### config.mk
export PLATFORM = sky130hd
export DESIGN_NAME = dma_rd_scheduler
export DESIGN_NICKNAME = d
export VERILOG_FILES = /design/src/rtl/dma_rd_scheduler.sv
export SDC_FILE = /design/constraint.sdc
export NUM_CORES = 1
export LEC_CHECK = 0
export BUFFER_PORTS_ARGS = -buffer_cell sky130_fd_sc_hd__buf_4
export CAP_MARGIN = 15
export CORE_AREA = 2 2 106 108
export DETAILED_ROUTE_END_ITERATION = 7
export DIE_AREA = 0 0 108 110
export PLACE_DENSITY = 0.83
export RECOVER_POWER = 50
export SYNTH_ARGS = -nofsm -noshare
export SYNTH_HDL_FRONTEND = slang
export SYNTH_SLANG_ARGS = --single-unit
### constraint.sdc
create_clock -name ACLK -period 1.95 [get_ports ACLK]
set_clock_uncertainty 0.1 [all_clocks]
set_input_delay 0.39 -clock ACLK [delete_from_list [all_inputs] [get_ports ACLK]]
set_output_delay 0.39 -clock ACLK [all_outputs]
set_load 0.03 [all_outputs]
### src/rtl/dma_rd_scheduler.sv
// Round-robin scheduler sharing one dma_read engine among NUM_REQ loaders.
// Grants one job at a time, drives the engine command and routes its stream to the owner.
module dma_rd_scheduler #(
    parameter int unsigned NUM_REQ      = 2,
    parameter int unsigned DATA_W       = 32,
    parameter int unsigned BUSY_TIMEOUT = 15
) (
    input  logic                  ACLK,
    input  logic                  ARESETN,
    input  logic [NUM_REQ-1:0]    i_req,
    input  logic [NUM_REQ*32-1:0] i_req_addr,
    input  logic [NUM_REQ*32-1:0] i_req_len,
    output logic [NUM_REQ-1:0]    o_grant,
    output logic [NUM_REQ-1:0]    o_req_done,
    output logic [NUM_REQ-1:0]    o_req_error,
    output logic [DATA_W-1:0]     o_stream_data,
    output logic [NUM_REQ-1:0]    o_stream_valid,
    output logic                  o_dma_start,
    output logic [31:0]           o_dma_base_addr,
    output logic [31:0]           o_dma_byte_len,
    input  logic                  i_dma_busy,
    input  logic                  i_dma_done,
    input  logic                  i_dma_error,
    input  logic [DATA_W-1:0]     i_dma_data,
    input  logic                  i_dma_valid
);

    localparam int unsigned IdxW  = $clog2(NUM_REQ);
    localparam int unsigned CandW = IdxW + 1;
    localparam int unsigned CntW  = $clog2(BUSY_TIMEOUT + 1);
    localparam logic [CntW-1:0] CntLast = CntW'(BUSY_TIMEOUT - 1);

    typedef enum logic [2:0] {StIdle, StStart, StWaitBusy, StRun, StDone} state_e;

    state_e              state_q, state_d;
    logic [IdxW-1:0]     rr_ptr_q, rr_ptr_d;
    logic [NUM_REQ-1:0]  grant_q, grant_d;
    logic [31:0]         base_q, base_d;
    logic [31:0]         len_q, len_d;
    logic                err_q, err_d;
    logic                done_seen_q, done_seen_d;
    logic [CntW-1:0]     cnt_q, cnt_d;

    logic                found;
    logic [IdxW-1:0]     pick;
    logic [CandW-1:0]    cand;
    logic [31:0]         pick_addr, pick_len;
    logic                pick_bad;

    // Search upward from rr_ptr+1, wrapping, so the last owner gets lowest priority.
    always_comb begin
        found = 1'b0;
        pick  = '0;
        cand  = '0;
        for (int i = 1; i <= int'(NUM_REQ); i++) begin
            cand = {1'b0, rr_ptr_q} + CandW'(i);
            if (cand >= CandW'(NUM_REQ)) begin
                cand = cand - CandW'(NUM_REQ);
            end
            if (!found && i_req[cand[IdxW-1:0]]) begin
                found = 1'b1;
                pick  = cand[IdxW-1:0];
            end
        end
    end

    always_comb begin
        pick_addr = '0;
        pick_len  = '0;
        for (int k = 0; k < int'(NUM_REQ); k++) begin
            if (pick == IdxW'(k)) begin
                pick_addr = i_req_addr[32*k +: 32];
                pick_len  = i_req_len[32*k +: 32];
            end
        end
        pick_bad = (pick_len == 32'd0) || (pick_len[1:0] != 2'b00) || (pick_addr[1:0] != 2'b00);
    end

    always_ff @(posedge ACLK or negedge ARESETN) begin
        if (!ARESETN) begin
            state_q <= StIdle;
        end else begin
            state_q <= state_d;
        end
    end

    always_ff @(posedge ACLK or negedge ARESETN) begin
        if (!ARESETN) begin
            rr_ptr_q    <= IdxW'(NUM_REQ - 1);
            grant_q     <= '0;
            base_q      <= '0;
            len_q       <= '0;
            err_q       <= 1'b0;
            done_seen_q <= 1'b0;
            cnt_q       <= '0;
        end else begin
            rr_ptr_q    <= rr_ptr_d;
            grant_q     <= grant_d;
            base_q      <= base_d;
            len_q       <= len_d;
            err_q       <= err_d;
            done_seen_q <= done_seen_d;
            cnt_q       <= cnt_d;
        end
    end

    always_comb begin
        state_d     = state_q;
        rr_ptr_d    = rr_ptr_q;
        grant_d     = grant_q;
        base_d      = base_q;
        len_d       = len_q;
        err_d       = err_q;
        done_seen_d = done_seen_q;
        cnt_d       = cnt_q;
        unique case (state_q)
            StIdle: begin
                if (found) begin
                    rr_ptr_d = pick;
                    grant_d  = NUM_REQ'(1) << pick;
                    base_d   = pick_addr;
                    len_d    = pick_len;
                    if (pick_bad) begin
                        err_d   = 1'b1;
                        state_d = StDone;
                    end else begin
                        state_d = StStart;
                    end
                end
            end
            StStart: begin
                cnt_d   = '0;
                state_d = StWaitBusy;
            end
            StWaitBusy: begin
                if (i_dma_busy) begin
                    state_d = StRun;
                end else if (cnt_q == CntLast) begin
                    err_d   = 1'b1;
                    state_d = StDone;
                end else begin
                    cnt_d = cnt_q + CntW'(1);
                end
            end
            StRun: begin
                if (i_dma_done) done_seen_d = 1'b1;
                if (i_dma_error) err_d = 1'b1;
                if (!i_dma_busy) state_d = StDone;
            end
            StDone: begin
                err_d       = 1'b0;
                done_seen_d = 1'b0;
                grant_d     = '0;
                state_d     = StIdle;
            end
            default: state_d = StIdle;
        endcase
    end

    // Invalid and timeout jobs already carry err, so a missing engine done is harmless there.
    always_comb begin
        o_dma_start    = (state_q == StStart);
        o_req_done     = '0;
        o_req_error    = '0;
        o_stream_valid = '0;
        if (state_q == StDone) begin
            o_req_done  = grant_q;
            o_req_error = (err_q || !done_seen_q) ? grant_q : '0;
        end
        if ((state_q == StWaitBusy) || (state_q == StRun)) begin
            o_stream_valid = i_dma_valid ? grant_q : '0;
        end
    end

    assign o_grant         = grant_q;
    assign o_dma_base_addr = base_q;
    assign o_dma_byte_len  = len_q;
    assign o_stream_data   = i_dma_data;

endmodule

==> results.toml <==
[die]
ioPinCount = 273
die_w_um = 108
core_um2 = 10700
rows = 38
die_y_um = 110
start_util_pct = 39.5
die-area_um2 = 11900

[power_and_ir_drop]
p_per_area_nw_per_um2 = 1610
p_seq_share_pct = 28.3
p_comb_share_pct = 56.7
swShare_pct = 45.1
intPower_w = 0.00545
p_leak_nw = 2.82
pwr-share-clk_pct = 15.0
switchingPower_w = 0.00448
vdd_ir_drop_max_mv = 0.905

[synthesis]
synth_flop_cell = "dfrtp_1"
yosysTopAreaCell = "dfrtp_1"
synth_edf_count = 0
synth-seq-cells = 76
yosysTopAreaCellShare_pct = 44.4
syn_inst = 412
avgSynthCellArea_um2 = 10.3
async_flop_share_pct = 100
synth_seq_area_share_pct = 45.0
yosysWarnings = 0
netlist-cell-type-count = 34
netlist_area_um2 = 4230
synthTopCellsByArea = "dfrtp_1, mux2i_1, a21oi_2, nor2_1, buf_4"
syn-num-nets = 582

[cts]
cts_tree = "built"
htreeDepth = 3
clock-sinks = 76
cts_root_buffer = "clkbuf_8"
clk_transition_reported_paths_ns = 0.08
cts_made_buffers = 9
clk_latency_ns = 0.34
max-clock-path-buffers = 2

[detailed_routing]
vias = 3667
ant_nets = 0
routedWlPerCell_um = 15.7
dr.pass1.iters = 4
wirelength_mm = 11.8
drt_iter0_drc = 102
drcViolationCount = 0
via_per_inst = 4.88

[timing]
slew_headroom_pct = 61.8
rsz0062_at_grt = "yes"
min_period_over_period_pct = 98.5
hold_viol = 0
whs_ns = 0.158
worst-slew-pin-transition_ns = 0.573
tns_ns = 0
drv_slew = 0
setup_viol = 0
fin_crit_ns = 1.92
layout_setup_ws_ns = 0.0284
max_freq_mhz = 520

[final_layout]
fin_util_pct = 57.6
fill_cells = 913
layout_commonest_cell = "buf_4"
area_growth_pct = 45.9
layout-drive-gt1-share_pct = 49.2
most-common-layout-cells = "buf_4, nor2_1, dfrtp_1"
num_antenna_cells = 0
num-nets-final = 777

[setup_path]
crit_path_max_incr_delay_ns = 0.40
path_class = "reg2out"
critPathSlowestCell = "dfrtp_1"
cpMostUsedCell = "buf_6"
start_kind = "flip-flop"
arrival_ns = 1.43
cp-end-kind = "primary output"
worstPathMaxFanout = 3
required_ns = 1.46
cp_cell_sequence = "buf_6 -> nor2_4 -> and3_4 -> nor2b_4 -> buf_6"
critPathTopFamily = "simple AND/OR/NAND/NOR gates"
critPathBufInv = 2

[global_route]
grt_overflow = 0
grt_pass1_vias = 3853
antenna_found_initial = 0
grt_max_degree = 45
grt_first_pass_wirelength_mm = 18.4
track_usage_pct = 20.0

[min_path]
hold_class = "in2reg"

[placement]
port_buffers = 208
place_ws_ns = -0.226
place_hpwl_mm = 9.40
gp_congestion = 0.826

[run_status]
outcome = "finished clean"

[run]
drv_cap = 0
==> power groups by stage <==
stage | combinational [W] | clock (W) | sequential [W]
floorplan | 0.00245 | 0 | 0.00411
global placement | 0.00553 | 0 | 0.00279
detailed placement | 0.00565 | 0 | 0.00284
CTS | 0.00575 | 0.00153 | 0.00282
global route | 0.00605 | 0.00161 | 0.00291
finish | 0.00563 | 0.00149 | 0.00281
==> per-stage QoR <==
step           instances  cell area [um^2]  power (W)
6_report             752              6160    0.00993
2_1_floorplan        412              4240    0.00656
5_1_grt              752              6160     0.0106
3_3_place_gp         729              5850    0.00833
3_5_place_dp         729              5850    0.00849
4_1_cts              749              6180     0.0101
==> state kept, by name (all words and copies together) (netlist names) <==
register         flops
err_q                1
o_dma_base_addr     32
rr_ptr_q             1
o_dma_byte_len      32
done_seen_q          1
state_q              3
cnt_q                4
o_grant              2
==> routing by layer <==
metal / share of wire [%] / vias to the layer above / wire length [um] / track usage (%)
li1: - / 1800 / - / -
met1: 41 / 1709 / 4800 / 23.4
met2: 52 / 137 / 6110 / 35.6
met3: 6.0 / 21 / 713 / 4.82
met4: 1.6 / 0 / 190 / 7.88
met5: 0 / - / 0 / 0
==> worst paths after layout <==
kind | from | end | slack [ns] | depth (start not counted)
worst max register to register | state_q[0] | err_q | 0.17 | 7
min in group asynchronous | ARESETN | o_dma_byte_len[22] | 0.49 | 2
worst max-delay path | state_q[1] | o_req_error[1] | 0.03 | 5
worst min register to register | o_dma_byte_len[8] | o_dma_byte_len[8] | 0.42 | 2
max in group asynchronous | ARESETN | o_dma_base_addr[24] | 0.28 | 3
worst min-delay path | i_req[0] | rr_ptr_q | 0.16 | 2
==> what timing repair did <==
item / CTS / global route
endpoints found under the setup margin: 5 / 7
hold endpoints to repair: 19 / 0
hold buffers: 1 / 0
resized for setup: 11 / 12
cloned: 0 / 0
setup buffers: 3 / 3
pin swaps: 0 / 4
==> area by class of cell <==
type,count,area (um^2),area share [%]
clock buffer,12,155,2.52
inverter,7,30.0,0.487
clock inverter,4,95.1,1.54
sequential,76,1900,30.9
timing repair buffer,240,1830,29.6
multi-input combinational,273,1980,32.1
tap,140,175,2.84
==> cell families (layout without fill, tap and decap cells) <==
group | count (synthesis) | count (layout) | synth area share [%]
AO/OA/AOI/OAI | 85 | 85 | 14.9
flip-flops | 76 | 76 | 45.0
buffers and inverters | 63 | 263 | 10.3
XOR/XNOR | 2 | 2 | 0.415
AND/OR/NAND/NOR | 117 | 117 | 12.9
adder cells (fa/ha/maj) | 2 | 2 | 0.592
multiplexers | 67 | 67 | 15.9
==> cell usage after synthesis (4+ instances only) <==
cell type / count
a21oi_1: 21
a21oi_2: 46
a31oi_1: 4
and3_1: 4
buf_2: 10
buf_4: 38
buf_6: 6
dfrtp_1: 75
inv_1: 7
mux2i_1: 67
nand2_1: 5
nand4_1: 5
nor2_1: 77
nor4_1: 16
o21ai_0: 7
Power figures use the tool's default switching activity.
